`src/rtl/mem_port_arbiter.sv`:
```
// Round-robin arbiter that shares one memory port between instruction fetch (0) and load/store (1).
// Define ARB_TIMEOUT_EN to add a response watchdog that returns err=1 and 32'hDEAD_BEEF.
module mem_port_arbiter #(
  parameter int AW      = 32,
  parameter int DW      = 32,
  parameter int TIMEOUT = 16
) (
  input  logic          clk,
  input  logic          rst,
  input  logic          req0,
  input  logic          we0,
  input  logic [AW-1:0] addr0,
  input  logic [DW-1:0] wdata0,
  output logic          gnt0,
  output logic          rvalid0,
  input  logic          req1,
  input  logic          we1,
  input  logic [AW-1:0] addr1,
  input  logic [DW-1:0] wdata1,
  output logic          gnt1,
  output logic          rvalid1,
  output logic [DW-1:0] rdata,
  output logic          err,
  output logic          sel,
  output logic          mem_req,
  output logic          mem_we,
  output logic [AW-1:0] mem_addr,
  output logic [DW-1:0] mem_wdata,
  input  logic          mem_ready,
  input  logic          mem_rvalid,
  input  logic [DW-1:0] mem_rdata
);

  // state   | meaning
  // S_IDLE  | no transaction; arbitrate and grant in the same cycle
  // S_ISSUE | mem_req high with the latched command until mem_ready
  // S_WAIT  | command accepted, waiting for mem_rvalid
  typedef enum logic [1:0] {
    S_IDLE  = 2'd0,
    S_ISSUE = 2'd1,
    S_WAIT  = 2'd2
  } state_t;

  state_t        state_q, state_d;
  logic          last_q, last_d;
  logic          sel_q, sel_d;
  logic          we_q, we_d;
  logic [AW-1:0] addr_q, addr_d;
  logic [DW-1:0] wdata_q, wdata_d;
  logic [DW-1:0] rdata_q, rdata_d;
  logic          rvalid0_q, rvalid0_d;
  logic          rvalid1_q, rvalid1_d;

  logic win;
  logic grant;
  logic busy;
  logic resp;
  logic timeout;

  // On a tie the requester that did not win last time takes the port.
  assign win   = (req0 && req1) ? ~last_q : req1;
  assign grant = (state_q == S_IDLE) && (req0 || req1) && !rst;
  assign busy  = (state_q == S_ISSUE) || (state_q == S_WAIT);
  assign resp  = mem_rvalid && (((state_q == S_ISSUE) && mem_ready) || (state_q == S_WAIT));

`ifdef ARB_TIMEOUT_EN
  localparam int TW = $clog2(TIMEOUT + 1);

  logic [TW-1:0] tmo_q, tmo_d;
  logic          err_q, err_d;

  // Down-counter loaded at grant; terminal count means TIMEOUT cycles spent in ISSUE/WAIT.
  assign timeout = busy && (tmo_q == '0) && !resp;

  always_comb begin
    tmo_d = tmo_q;
    err_d = timeout;
    if (grant) begin
      tmo_d = TW'(TIMEOUT);
    end else if (busy && (tmo_q != '0)) begin
      tmo_d = tmo_q - TW'(1);
    end
  end

  always_ff @(posedge clk) begin
    if (rst) begin
      tmo_q <= '0;
      err_q <= 1'b0;
    end else begin
      tmo_q <= tmo_d;
      err_q <= err_d;
    end
  end

  assign err = err_q;
`else
  assign timeout = 1'b0;
  assign err     = 1'b0;
`endif

  always_comb begin
    state_d   = state_q;
    last_d    = last_q;
    sel_d     = sel_q;
    we_d      = we_q;
    addr_d    = addr_q;
    wdata_d   = wdata_q;
    rdata_d   = rdata_q;
    rvalid0_d = 1'b0;
    rvalid1_d = 1'b0;
    gnt0      = grant && !win;
    gnt1      = grant && win;

    case (state_q)
      S_IDLE: begin
        if (grant) begin
          state_d = S_ISSUE;
          last_d  = win;
          sel_d   = win;
          we_d    = win ? we1 : we0;
          addr_d  = win ? addr1 : addr0;
          wdata_d = win ? wdata1 : wdata0;
        end
      end
      S_ISSUE: begin
        if (mem_ready) begin
          state_d = S_WAIT;
        end
      end
      S_WAIT: begin
      end
      default: begin
        state_d = S_IDLE;
      end
    endcase

    // A response (or watchdog expiry) always ends the transaction, even straight from ISSUE.
    if (resp || timeout) begin
      state_d   = S_IDLE;
      rvalid0_d = ~sel_q;
      rvalid1_d = sel_q;
      rdata_d   = timeout ? DW'(32'hDEAD_BEEF) : mem_rdata;
    end
  end

  always_ff @(posedge clk) begin
    if (rst) begin
      state_q   <= S_IDLE;
      last_q    <= 1'b1;
      sel_q     <= 1'b0;
      we_q      <= 1'b0;
      addr_q    <= '0;
      wdata_q   <= '0;
      rdata_q   <= '0;
      rvalid0_q <= 1'b0;
      rvalid1_q <= 1'b0;
    end else begin
      state_q   <= state_d;
      last_q    <= last_d;
      sel_q     <= sel_d;
      we_q      <= we_d;
      addr_q    <= addr_d;
      wdata_q   <= wdata_d;
      rdata_q   <= rdata_d;
      rvalid0_q <= rvalid0_d;
      rvalid1_q <= rvalid1_d;
    end
  end

  assign mem_req   = (state_q == S_ISSUE);
  assign mem_we    = we_q;
  assign mem_addr  = addr_q;
  assign mem_wdata = wdata_q;
  assign sel       = sel_q;
  assign rdata     = rdata_q;
  assign rvalid0   = rvalid0_q;
  assign rvalid1   = rvalid1_q;

endmodule

```
`config.mk`:
```
export PLATFORM = sky130hd
export DESIGN_NAME = mem_port_arbiter
export DESIGN_NICKNAME = d
export VERILOG_FILES = /design/src/rtl/mem_port_arbiter.sv
export SDC_FILE = /design/constraint.sdc
export NUM_CORES = 1
export LEC_CHECK = 0
export BUFFER_PORTS_ARGS = -buffer_cell sky130_fd_sc_hd__buf_2
export CELL_PAD_IN_SITES_DETAIL_PLACEMENT = 0
export CELL_PAD_IN_SITES_GLOBAL_PLACEMENT = 1
export CORE_MARGIN = 2
export CORE_UTILIZATION = 30
export DETAILED_ROUTE_END_ITERATION = 10
export PLACE_DENSITY = 0.87
export SLEW_MARGIN = 10
export SYNTH_ARGS = -nofsm -noshare
export SYNTH_HDL_FRONTEND = slang
export SYNTH_SLANG_ARGS = --single-unit
```
`constraint.sdc`:
```
create_clock -name clk -period 1.8 [get_ports clk]
set_input_delay 0.18 -clock clk [delete_from_list [all_inputs] [get_ports clk]]
set_output_delay 0.18 -clock clk [all_outputs]
set_load 0.03 [all_outputs]
```
# Word level (Yosys, flattened, before mapping)
# Index checks and enable logic that the tools add are counted.
# totals
register_bits,103
input_bits,168
output_inout_bits,104
wordCells,40
# classes
eq_ne,4
muxes,7
bitwise,4
n_reduce_logical,16
# ops
operator,n
two-way mux 32 bit,2
logical AND 1 bit,7
one-hot mux 2 bit (3 select lines),1
two-way mux 2 bit,2
inverter 1 bit,4
OR reduction 2 bit,2
AND reduction 3 bit,1
== test 2 x 1 -> 1 bit (second input constant),1
== test 2 bit (second input constant),1
logical NOT 1 bit,2
logical NOT 2 bit,1
logical OR 1 bit,2
two-way mux 1 bit,2
inequality test 2 x 1 -> 1 bit (second input constant),1
inequality test 2 bit (second input constant),1
AND reduction 2 bit,1

# Logic depth before layout (Yosys ltp)
# Gate-level depths: netlist of run 1.
# logic_depth
depth_word,6
depth_mapped,6
ltp_nobuf,3

# Least setup slack after synthesis of run 1
# No wires, ideal clock.
# synth_path
kind,register to register
start,register last_q
end,"register addr_q[0], in the netlist mem_addr[0]"
setup_time_ps,122
t_arrival_ps,1336
required_time_ps,1678
path_slack_ps,342
path_stages_with_launch,7
path_buffers,3
period_less_slack_ps,1458
cell_sequence,dfxtp_1 > nand2b_1 > buf_6 > and3_1 > buf_6 > buf_6 > a221o_1
# synth_between
elab_chain_len,3
# synth_rtl
item,line_no,source
start: declaration,45,"logic last_q, last_d;"
start signal: assignment,159,last_q <= last_d;
inverter 1 bit,61,assign win = (req0 && req1) ? ~last_q : req1;
two-way mux 1 bit,61,
two-way mux 32 bit,121,addr_d = win ? addr1 : addr0;
end signal: assignment,162,addr_q <= addr_d;
end: declaration,48,"logic [AW-1:0] addr_q, addr_d;"
# Every way passes these cells.
# A chain may end at the register's enable or synchronous reset.

# Worst setup path after layout of run 1
# layout_path
start,register state_q[0]
end,output gnt0
# layout_between
elab_chain_len,4
# layout_rtl
item,line_no,source
start: declaration,44,"state_t state_q, state_d;"
start signal: assignment,158,state_q <= state_d;
logical NOT 2 bit,62,assign grant = (state_q == S_IDLE) && (req0 || req1) && !rst;
logical AND 1 bit (2 in series),62,
logical AND 1 bit,111,gnt0 = grant && !win;
end: declaration,14,"output logic gnt0,"
# Every way passes these cells.

==> results of run 1 <==
## metrics by stage
step	hold slack, ns	power [W]	instances
2_1_floorplan	0.2593	0.003325	435
3_3_place_gp	0.3969	0.003760	854
3_5_place_dp	0.3864	0.003770	854
4_1_cts	0.009938	0.005679	868
5_1_grt	0.02136	0.005865	869
6_report	0.02678	0.005609	869
## cell type report
| class | count | area (sq um) | area share |
|---|---|---|---|
| clock buffers | 9 | 225.2 | 0.03650 |
| repair buffers | 285 | 1541 | 0.2498 |
| well taps | 184 | 230.2 | 0.03731 |
| inverters | 3 | 11.26 | 0.001825 |
| flip-flops and latches | 103 | 2062 | 0.3342 |
| multi-input cells | 281 | 2049 | 0.3322 |
| clock inverters | 4 | 50.05 | 0.008112 |
## cell usage in the layout, fill, tap and decap left out
cell,count
inv_1,3
conb_1,1
nor3_4,1
clkbuf_16,9
buf_4,10
buf_2,269
a21oi_1,1
nor4_1,2
nor2_1,4
a21o_1,1
o21ai_0,15
bufinv_16,1
clkinvlp_4,2
and3_1,49
nor2b_1,2
a221o_1,49
a2111oi_0,1
and3b_1,1
nor3_1,1
bufbuf_16,1
nand2b_1,65
clkbuf_4,1
nand3_1,16
and2_1,1
mux2i_1,32
clkinv_2,1
dfxtp_1,103
and3_2,1
a21oi_4,1
buf_12,4
or2_1,2
a31oi_1,16
o21a_2,1
a21boi_4,1
nand4_1,16
o21ai_1,1
## layer usage
layer	up-vias	share of wire
li1	2098	-
met1	1990	0.43
met2	185	0.47
met3	14	0.077
met4	0	0.016
met5	-	0
## how the worst min path moves through the flow
stage                     startpoint         end  slack (ns)  cells after the start
after floorplan           mem_rvalid  state_q[1]        0.26                      1
after global placement    mem_rvalid  state_q[1]        0.40                      2
after detailed placement  mem_rvalid  state_q[1]        0.39                      2
after CTS                 mem_rvalid  state_q[1]        0.01                      2
after global routing      mem_rvalid  state_q[1]        0.02                      2
final                     mem_rvalid  state_q[1]        0.03                      2
## state kept, by name (all words and copies together), names as in the netlist
register,flops
rvalid1,1
mem_addr,32
sel,1
state_q,2
mem_we,1
rvalid0,1
mem_wdata,32
rdata,32
last_q,1
## power by group
part | total [W] | internal, W | switching, W
clock | 0.00187 | 0.00105 | 0.000815
combinational | 0.00121 | 0.000481 | 0.000729
sequential | 0.00253 | 0.00244 | 0.0000885
total | 0.00561 | 0.00398 | 0.00163
## worst max-delay path: stages, from the launching register on
cell and delay [ns]:
dfxtp_1 0.33, nor3_4 0.25, buf_4 0.17, and3_2 0.19
buf_2 0.22
## cell families after synthesis
logic type,after synthesis,share of synthesized area
simple gates,161,0.2231
flops,103,0.4707
compound gates,87,0.1634
buf+inv,51,0.06884
mux,32,0.07312
other cells,1,0.0008561
## timing repair
action,4_1_cts,5_1_grt
cloned,1,0
buffers inserted,0,1
endpoints found under the hold margin,0,0
setup endpoints to repair,1,1
gates resized for setup,1,1
pin swaps,0,1
==> metrics.yaml, run 1 <==
clock_tree:
  htree_levels: 3
  cts.sinks: 103
  root_buffer: "clkbuf_16"
  cts_buffers: 9
  clk_pin_slew_worst_paths_ns: 0.07
  cts_tree: "done"
  cts_max_path_buffers: 2
  clock_latency_ns: 0.34
  hold_buffers: 0
synth:
  synth-main-ff-cell: "dfxtp_1"
  synth_seq_cells: 103
  synth.area.top_cells: "dfxtp_1, a221o_1, nand2b_1"
  yosysUniqueCellTypes: 30
  syn_nets: 603
  synth.avg_cell_area_sq_um: 10.07
  yosysWarnings: 0
  yosys.area.top_type_share: 0.4707
  yosys-top-cells-count: "dfxtp_1, nand2b_1, and3_1, a221o_1, mux2i_1"
  syn_area_sq_um: 4380
  syn_inst: 435
  synth_top_area_cell: "dfxtp_1"
  synth_edf_count: 0
  synth-seq-area-share: 0.4707
  ys_async_sr_fraction: 0
  synth_most_common_cell: "dfxtp_1"
floorplanning:
  die_w_microns: 124.8
  rows: 44
  initial_core_util: 0.3037
  core_area_sq_um: 14420
  dieArea_sq_um: 15580
  io_pins: 272
  die_y_microns: 124.8
detailed_routing:
  num_vias: 4287
  ant_nets: 0
  drt_iter0_drc: 261
  wl_per_cell_microns: 15.29
  drt_wl_total_microns: 13290
  viasPerCell: 4.933
  drc: 0
  firstDrtPassIters: 4
critical_path:
  cp_max_fo: 3
  arrival_ns: 1.51
  regToRegEndpoint: "mem_addr[10]"
  cp-end-kind: "output pin"
  path_class: "reg -> out"
  critPathLaunch: "state_q[0]"
  r2r_cells: 5
  r2r_slack_ns: 0.22
  r2r-start: "state_q[0]"
  cp-start-kind: "register"
  cp_data_required_time_ns: 1.62
  endpoint: "gnt0"
grt:
  use_met2: 0.2758
  grt.total_usage: 0.1643
  grtUsageMet1: 0.2052
  grt_first_pass_wirelength_microns: 20960
  grt-busiest-layer: "met2"
  grt_pass1_vias: 4164
  grt_max_degree: 84
  grt-ovfl-total: 0
  met3_usage: 0.04639
  antenna_found_initial: 0
layout:
  num-nets-final: 851
  num-fill-cells: 1448
  area.growth.synth_to_final_pct: 40.85
  utilization: 0.4277
  design_area_sq_um: 6170
  diodes: 0
  final_layout_size_suffix_gt1_frac: 0.4423
power_and_ir_drop:
  p_leak_nw: 3.063
  ir_worst_vdd_v: 0.0006159
  p_per_area_nw_per_um2: 909.2
timing:
  fmax_mhz: 590.6
  hold_violations: 0
  report.final.slew_viol_count: 0
  skew_ns: 0.007179
  period_needed_ns: 1.693
  setup-violations-final: 0
  rsz0062_at_grt: "false"
  worst_slew_pin_slew_ns: 0.9705
  setup_slack_ns: 0.1068
  relSlewSlack: 0.3506
  period_share: 0.9407
  setup_tns_ns: 0
hold_path:
  min_path_type: "in -> reg"
place:
  globalplace.congestion: 0.7841
  dp.final_hpwl_microns: 9369
  place_ws_ns: 0.1717
  port_buffers: 270
  placed_area_sq_um: 5846
outcome:
  status: "finished clean"
run:
  maxCapViolations: 0
Power figures use the tool's default switching activity.
==> run 2, diff against run 1 <==
--- a/config.mk
+++ b/config.mk
@@ -5,13 +5,15 @@
 export SDC_FILE = /design/constraint.sdc
 export NUM_CORES = 1
 export LEC_CHECK = 0
+export ABC_AREA = 1
 export BUFFER_PORTS_ARGS = -buffer_cell sky130_fd_sc_hd__buf_2
 export CELL_PAD_IN_SITES_DETAIL_PLACEMENT = 0
 export CELL_PAD_IN_SITES_GLOBAL_PLACEMENT = 1
 export CORE_MARGIN = 2
-export CORE_UTILIZATION = 30
+export CORE_UTILIZATION = 29
 export DETAILED_ROUTE_END_ITERATION = 10
-export PLACE_DENSITY = 0.87
+export HOLD_SLACK_MARGIN = 0.1
+export PLACE_DENSITY = 0.89
 export SLEW_MARGIN = 10
 export SYNTH_ARGS = -nofsm -noshare
 export SYNTH_HDL_FRONTEND = slang
==> run 2 against run 1 <==
Net effect: clock power up 14%; design area up 9.6%; first-iteration DRC count did not move; critical path type unchanged.
==> metrics.yaml, run 2 <==
outcome:
  status: "finished clean"
synth:
  yosysWarnings: 0  # unchanged
  synth.area.top_cells: "dfxtp_1, nand2_1, nand3_1"
  synth_fa_ha_area_frac: 0  # unchanged
  yosys-top-cells-count: "nand2_1, dfxtp_1, nand3_1, a21oi_1, nand4_1"
  ys_async_sr_fraction: 0  # unchanged
  synth_top_family_by_area: "simple AND/OR/NAND/NOR gates"
  syn_inst: 683  # +57%
  yosys.area.top_type_share: 0.4466  # -0.02411
  synth_seq_cells: 103  # unchanged
  synth_xor_area_frac: 0  # unchanged
  yosysUniqueCellTypes: 19  # -37%
  synth_compound_area_frac: 0.07588  # -0.08750
  synth_edf_count: 0  # unchanged
  syn_area_sq_um: 4617  # +5.4%
  synth.avg_cell_area_sq_um: 6.760  # -33%
  synth-seq-area-share: 0.4466  # -0.02411
  synth-main-ff-cell: "dfxtp_1"
  syn_nets: 851  # +41%
  synth-simple-area-share: 0.4041  # +0.1810
  synth_most_common_cell: "nand2_1"
  synth_top_area_cell: "dfxtp_1"
  synthMuxAreaShare: 0  # -0.07312
critical_path:
  r2r-start: "state_q[0]"
  path_class: "reg -> out"
  cp-start-kind: "register"
  cp-end-kind: "output pin"
  cp_data_required_time_ns: 1.62  # about the same
  cp_max_fo: 4  # +1
  arrival_ns: 1.43  # -0.08 ns
  critPathLaunch: "state_q[0]"
power_and_ir_drop:
  power_w: 0.005979  # +6.6%
  p_per_area_nw_per_um2: 884.0  # -2.8%
  ir_worst_vdd_v: 0.0003922  # -36%
  p_leak_nw: 3.574  # +17%
grt:
  antenna_found_initial: 1  # +1
  grt-ovfl-total: 0  # unchanged
  grt.total_usage: 0.1732  # +0.008979
  grt_first_pass_wirelength_microns: 23070  # +10%
  grt_max_degree: 69  # -18%
  grt_pass1_vias: 4719  # +13%
timing:
  hold_violations: 0  # unchanged
  rsz0062_at_grt: "false"
  relSlewSlack: 0.6366  # +0.2860
  fmax_mhz: 622.0  # +5.3%
  skew_ns: 0.008204  # +0.001024 ns
  setup-violations-final: 0  # unchanged
  period_needed_ns: 1.608  # -0.08537 ns
  report.final.slew_viol_count: 0  # unchanged
  hold_ws_ns: 0.1345  # +0.1077 ns
  period_share: 0.8932  # -0.04743
  worst_slew_pin_slew_ns: 0.5451  # -0.4254 ns
  setup_tns_ns: 0  # unchanged
layout:
  layout_commonest_cell: "nand2_1"
  final_layout_size_suffix_gt1_frac: 0.3229  # -0.1195
  area.growth.synth_to_final_pct: 46.48
  instances_no_fill: 1176  # +35%
  utilization: 0.4304  # +0.002662
  layout_common_cells: "nand2_1, buf_2, dfxtp_1"
  num-fill-cells: 1711  # +18%
  num-nets-final: 1120  # +32%
floorplanning:
  dieArea_sq_um: 16950  # +8.7%
  initial_core_util: 0.2938  # -0.009859
  die_y_microns: 130.2  # +4.3%
  core_area_sq_um: 15710  # +8.9%
  die_w_microns: 130.2  # +4.3%
  rows: 46  # +4.5%
  io_pins: 272  # unchanged
clock_tree:
  cts_max_path_buffers: 2  # unchanged
  clock_latency_ns: 0.35  # about the same
  cts_tree: "done"
  clk_pin_slew_worst_paths_ns: 0.07  # about the same
  cts_resized: 0  # -1
  root_buffer: "clkbuf_16"
  cts.sinks: 103  # unchanged
  cts_buffers: 9  # unchanged
  htree_levels: 3  # unchanged
place:
  port_buffers: 270  # unchanged
  dp_cells: 1125  # +32%
  dp.final_hpwl_microns: 10550  # +13%
  globalplace.congestion: 0.7502  # -4.3%
detailed_routing:
  ant_nets: 0  # unchanged
  wl_per_cell_microns: 13.39  # -12%
  drt_wl_total_microns: 15740  # +18%
  num_vias: 5383  # +26%
  viasPerCell: 4.577  # -7.2%
  firstDrtPassIters: 6  # +2
  drc: 0  # unchanged
  drt_iter0_drc: 261  # unchanged
hold_path:
  min_path_type: "in -> reg"
  hold_start: "mem_rvalid"
run:
  maxCapViolations: 0  # unchanged
run 2: cell types whose count changed in the layout (fill, tap and decap cells not counted), sizes merged, moves of 3 or more:
| cell | delta |
|---|---|
| dlygate4sd3 | +32 |
| nand2b | -65 |
| and3 | -50 |
| o21ai | -13 |
| nand2 | +301 |
| mux2i | -32 |
| a21oi | +63 |
| nand3 | +85 |
| diode | +3 |
| a221o | -49 |
| nand4 | +16 |
| buf | +3 |
| a31oi | -16 |
| inv | +10 |
run 2: report_power, final:
part	total (W)	internal [W]	leakage (nW)	switching (W)
Sequential	0.00248	0.00242	0.840	0.0000658
Clock	0.00213	0.00124	0.158	0.000890
Combinational	0.00137	0.000484	2.58	0.000887
run 2: worst max-delay path, stage by stage (launching register included):
cell	delay, ns
dfxtp_1	0.34
nor2_1	0.16
nand2_1	0.13
nor2_4	0.14
nand2_1	0.08
inv_1	0.05
buf_2	0.19
run 2: cells by family (layout without fill, tap and decap cells):
kind of cell	after synthesis	after routing
simple gates	440	440
flops	103	103
buf+inv	70	344
compound gates	69	69
other cells	1	4
run 2: layout make-up:
type | instances | area [sq um] | share of cell area
multi-input cells | 510 | 2230 | 0.3297
flip-flops and latches | 103 | 2062 | 0.3049
repair buffers | 318 | 1829 | 0.2705
well taps | 216 | 270.3 | 0.03996
clock buffers | 9 | 225.2 | 0.03330
clock inverters | 7 | 101.3 | 0.01499
inverters | 10 | 37.54 | 0.005550
diodes | 3 | 7.507 | 0.001110
run 2: final timing paths:
kind / slack [ns] / cells past startpoint / to
max: 0.19 / 6 / gnt0
min: 0.13 / 4 / state_q[0]
max reg2reg: 0.43 / 6 / state_q[0]
min reg2reg: 0.45 / 1 / rvalid0
run 2: stage by stage:
step | worst slack (ns) | area, sq um
finish | 0.1922 | 6763
CTS | 0.1530 | 6755
detailed placement | 0.4244 | 6108
global placement | 0.4198 | 6108
global route | 0.08261 | 6758
floorplan | 0.4186 | 4617
run 2: repair_timing:
action                     CTS  global route
buffers inserted             0             0
hold endpoints to repair    32             0
hold buffers                32             0
setup endpoints to repair    0             0
run 2: per-layer routing:
metal | GRT usage | up-vias | share of wire
li1 | - | 2774 | -
met1 | 0.2074 | 2392 | 0.42
met2 | 0.2978 | 188 | 0.48
met3 | 0.03649 | 29 | 0.072
met4 | 0.07970 | 0 | 0.031
met5 | 0 | - | 0
==> run 3, diff against run 2 <==
--- a/config.mk
+++ b/config.mk
@@ -9,11 +9,10 @@
 export BUFFER_PORTS_ARGS = -buffer_cell sky130_fd_sc_hd__buf_2
 export CELL_PAD_IN_SITES_DETAIL_PLACEMENT = 0
 export CELL_PAD_IN_SITES_GLOBAL_PLACEMENT = 1
-export CORE_MARGIN = 2
 export CORE_UTILIZATION = 29
 export DETAILED_ROUTE_END_ITERATION = 10
 export HOLD_SLACK_MARGIN = 0.1
-export PLACE_DENSITY = 0.89
+export PLACE_DENSITY = 0.83
 export SLEW_MARGIN = 10
 export SYNTH_ARGS = -nofsm -noshare
 export SYNTH_HDL_FRONTEND = slang
==> run 3 against run 2 <==
Net effect: flip-flop and latch count stayed put; design area grew 0.31%; global-route usage grew 1.5 points; setup slack got worse by 0.073 ns; die area shrank 3.0%; combinational power barely moved; critical endpoint unchanged.
==> metrics.yaml, run 3 (same netlist as run 2, synthesis figures left out) <==
outcome:
  status: "finished clean"
timing:
  period_share: 0.9337  # +0.04044
  hold_ws_ns: 0.1326  # -0.001884 ns
  worst_slew_pin_slew_ns: 0.5359  # -0.009217 ns
  hold_violations: 0  # unchanged
  report.final.slew_viol_count: 0  # unchanged
  setup-violations-final: 0  # unchanged
  skew_ns: 0.007586  # -0.0006176 ns
  rsz0062_at_grt: "false"
  fmax_mhz: 595.0  # -4.3%
  setup_tns_ns: 0  # unchanged
  setup_slack_ns: 0.1194  # -0.07280 ns
  relSlewSlack: 0.6427  # +0.006144
  period_needed_ns: 1.681  # +0.07280 ns
detailed_routing:
  viasPerCell: 4.588  # +0.23%
  wl_per_cell_microns: 13.41  # +0.18%
  firstDrtPassIters: 4  # -2
  ant_nets: 0  # unchanged
  drt_wl_total_microns: 15740  # about the same
  drc: 0  # unchanged
  drt_iter0_drc: 227  # -13%
  num_vias: 5386  # +0.056%
floorplanning:
  die_y_microns: 128.2  # -1.5%
  die_w_microns: 128.2  # -1.5%
  initial_core_util: 0.3004  # +0.006530
  rows: 45  # -2.2%
  io_pins: 272  # unchanged
  core_area_sq_um: 15370  # -2.2%
  dieArea_sq_um: 16430  # -3.0%
place:
  place_ws_ns: 0.2826  # -0.1418 ns
  dp.final_hpwl_microns: 10780  # +2.2%
  dp_cells: 1122  # -0.27%
  globalplace.congestion: 0.7360  # -1.9%
  port_buffers: 270  # unchanged
hold_path:
  min_path_type: "in -> reg"
critical_path:
  cp-end-kind: "output pin"
  arrival_ns: 1.50  # +0.07 ns
  cp_data_required_time_ns: 1.62  # about the same
  path_class: "reg -> out"
  cp_max_fo: 18  # +14
  cp-start-kind: "register"
power_and_ir_drop:
  internal_power_w: 0.003896  # -5.8%
  p_per_area_nw_per_um2: 857.5  # -3.0%
  pwr-share-comb: 0.240  # +0.011
  p_switching_w: 0.001922  # +4.3%
  ir_worst_vdd_v: 0.0004524  # +15%
  p_clk_frac: 0.333  # -0.023
  swShare: 0.3303  # +0.02214
  p_leak_nw: 3.588  # +0.39%
  seqPwrFrac: 0.427  # +0.012
grt:
  grt_pass1_vias: 5017  # +6.3%
  met3_usage: 0.04967  # +0.01318
  grt-busiest-layer: "met2"
  grtUsageMet1: 0.2210  # +0.01359
  grt_first_pass_wirelength_microns: 24500  # +6.2%
  grt_max_degree: 66  # -4.3%
  grt-ovfl-total: 0  # unchanged
  antenna_found_initial: 1  # unchanged
  grt.total_usage: 0.1880  # +0.01480
  use_met2: 0.3242  # +0.02636
clock_tree:
  clock_latency_ns: 0.35  # about the same
  cts_max_path_buffers: 2  # unchanged
  htree_levels: 3  # unchanged
  cts.sinks: 103  # unchanged
  cts_buffers: 9  # unchanged
  cts_tree: "done"
  root_buffer: "clkbuf_16"
  clk_pin_slew_worst_paths_ns: 0.07  # about the same
layout:
  layout_commonest_cell: "nand2_1"
  utilization: 0.4414  # +0.01095
  instances_no_fill: 1174  # -0.17%
  layout_common_cells: "nand2_1, buf_2, dfxtp_1"
  area.growth.synth_to_final_pct: 46.94
  num-nets-final: 1125  # +0.45%
  final_layout_size_suffix_gt1_frac: 0.3274  # +0.004559
run:
  maxCapViolations: 0  # unchanged
run 3: changes by cell type in the layout (fill, tap and decap cells not counted):
| cell | delta |
|---|---|
| clkinv_4 | +2 |
| bufinv_16 | -2 |
| clkinvlp_4 | +1 |
| diode_2 | -2 |
| clkinv_2 | -1 |
| buf_12 | +2 |
| inv_6 | -1 |
| buf_4 | +3 |
| nor2_2 | +1 |
| clkinv_8 | +1 |
| nor2_1 | -1 |
run 3: path summary, 6_finish.rpt:
path / startpoint / slack [ns] / cells past startpoint / end
worst max-delay path: last_q / 0.12 / 6 / gnt0
worst min-delay path: mem_ready / 0.13 / 4 / state_q[0]
worst max register to register: state_q[0] / 0.44 / 7 / mem_addr[3]
worst min register to register: mem_wdata[25] / 0.46 / 2 / mem_wdata[25]
run 3: final cells by class:
| cell class | count | area (sq um) |
|---|---|---|
| Sequential cell | 103 | 2062 |
| Clock buffer | 9 | 225.2 |
| Clock inverter | 7 | 68.82 |
| Multi-Input combinational cell | 510 | 2232 |
| Inverter | 10 | 37.54 |
| Timing Repair Buffer | 323 | 1892 |
| Tap cell | 211 | 264.0 |
| Fill cell | 1684 | 8587 |
| Antenna cell | 1 | 2.502 |
run 3: metrics by stage:
step                      cell area, sq um  power [W]
final                                 6784   0.005817
after global routing                  6782   0.006110
after CTS                             6756   0.005883
after detailed placement              6142   0.003880
after global placement                6142   0.003878
after floorplan                       4617   0.003379
run 3: per-layer routing:
metal,up-vias,wire length (microns),share of wire
li1,2775,-,-
met1,2371,6816,0.43
met2,212,7429,0.47
met3,28,1094,0.069
met4,0,403,0.026
met5,-,0,0
run 3: critical path, stage by stage (launching register included):
cell	delay, ns
dfxtp_1	0.35
nand2_2	0.08
nand2_2	0.09
buf_4	0.25
nand2_1	0.11
inv_1	0.07
buf_2	0.20
run 3: repair_timing:
item,4_1_cts,5_1_grt
hold endpoints to repair,32,0
setup buffers,0,3
endpoints found under the setup margin,0,1
resized for setup,0,1
hold buffers,32,0
run 3: power by group through the flow:
stage | registers, W | clock network [W] | logic (W)
finish | 0.00248 | 0.00194 | 0.00140
global route | 0.00250 | 0.00207 | 0.00154
CTS | 0.00248 | 0.00200 | 0.00140
detailed placement | 0.00253 | 0 | 0.00135
global placement | 0.00253 | 0 | 0.00135
floorplan | 0.00279 | 0 | 0.000584
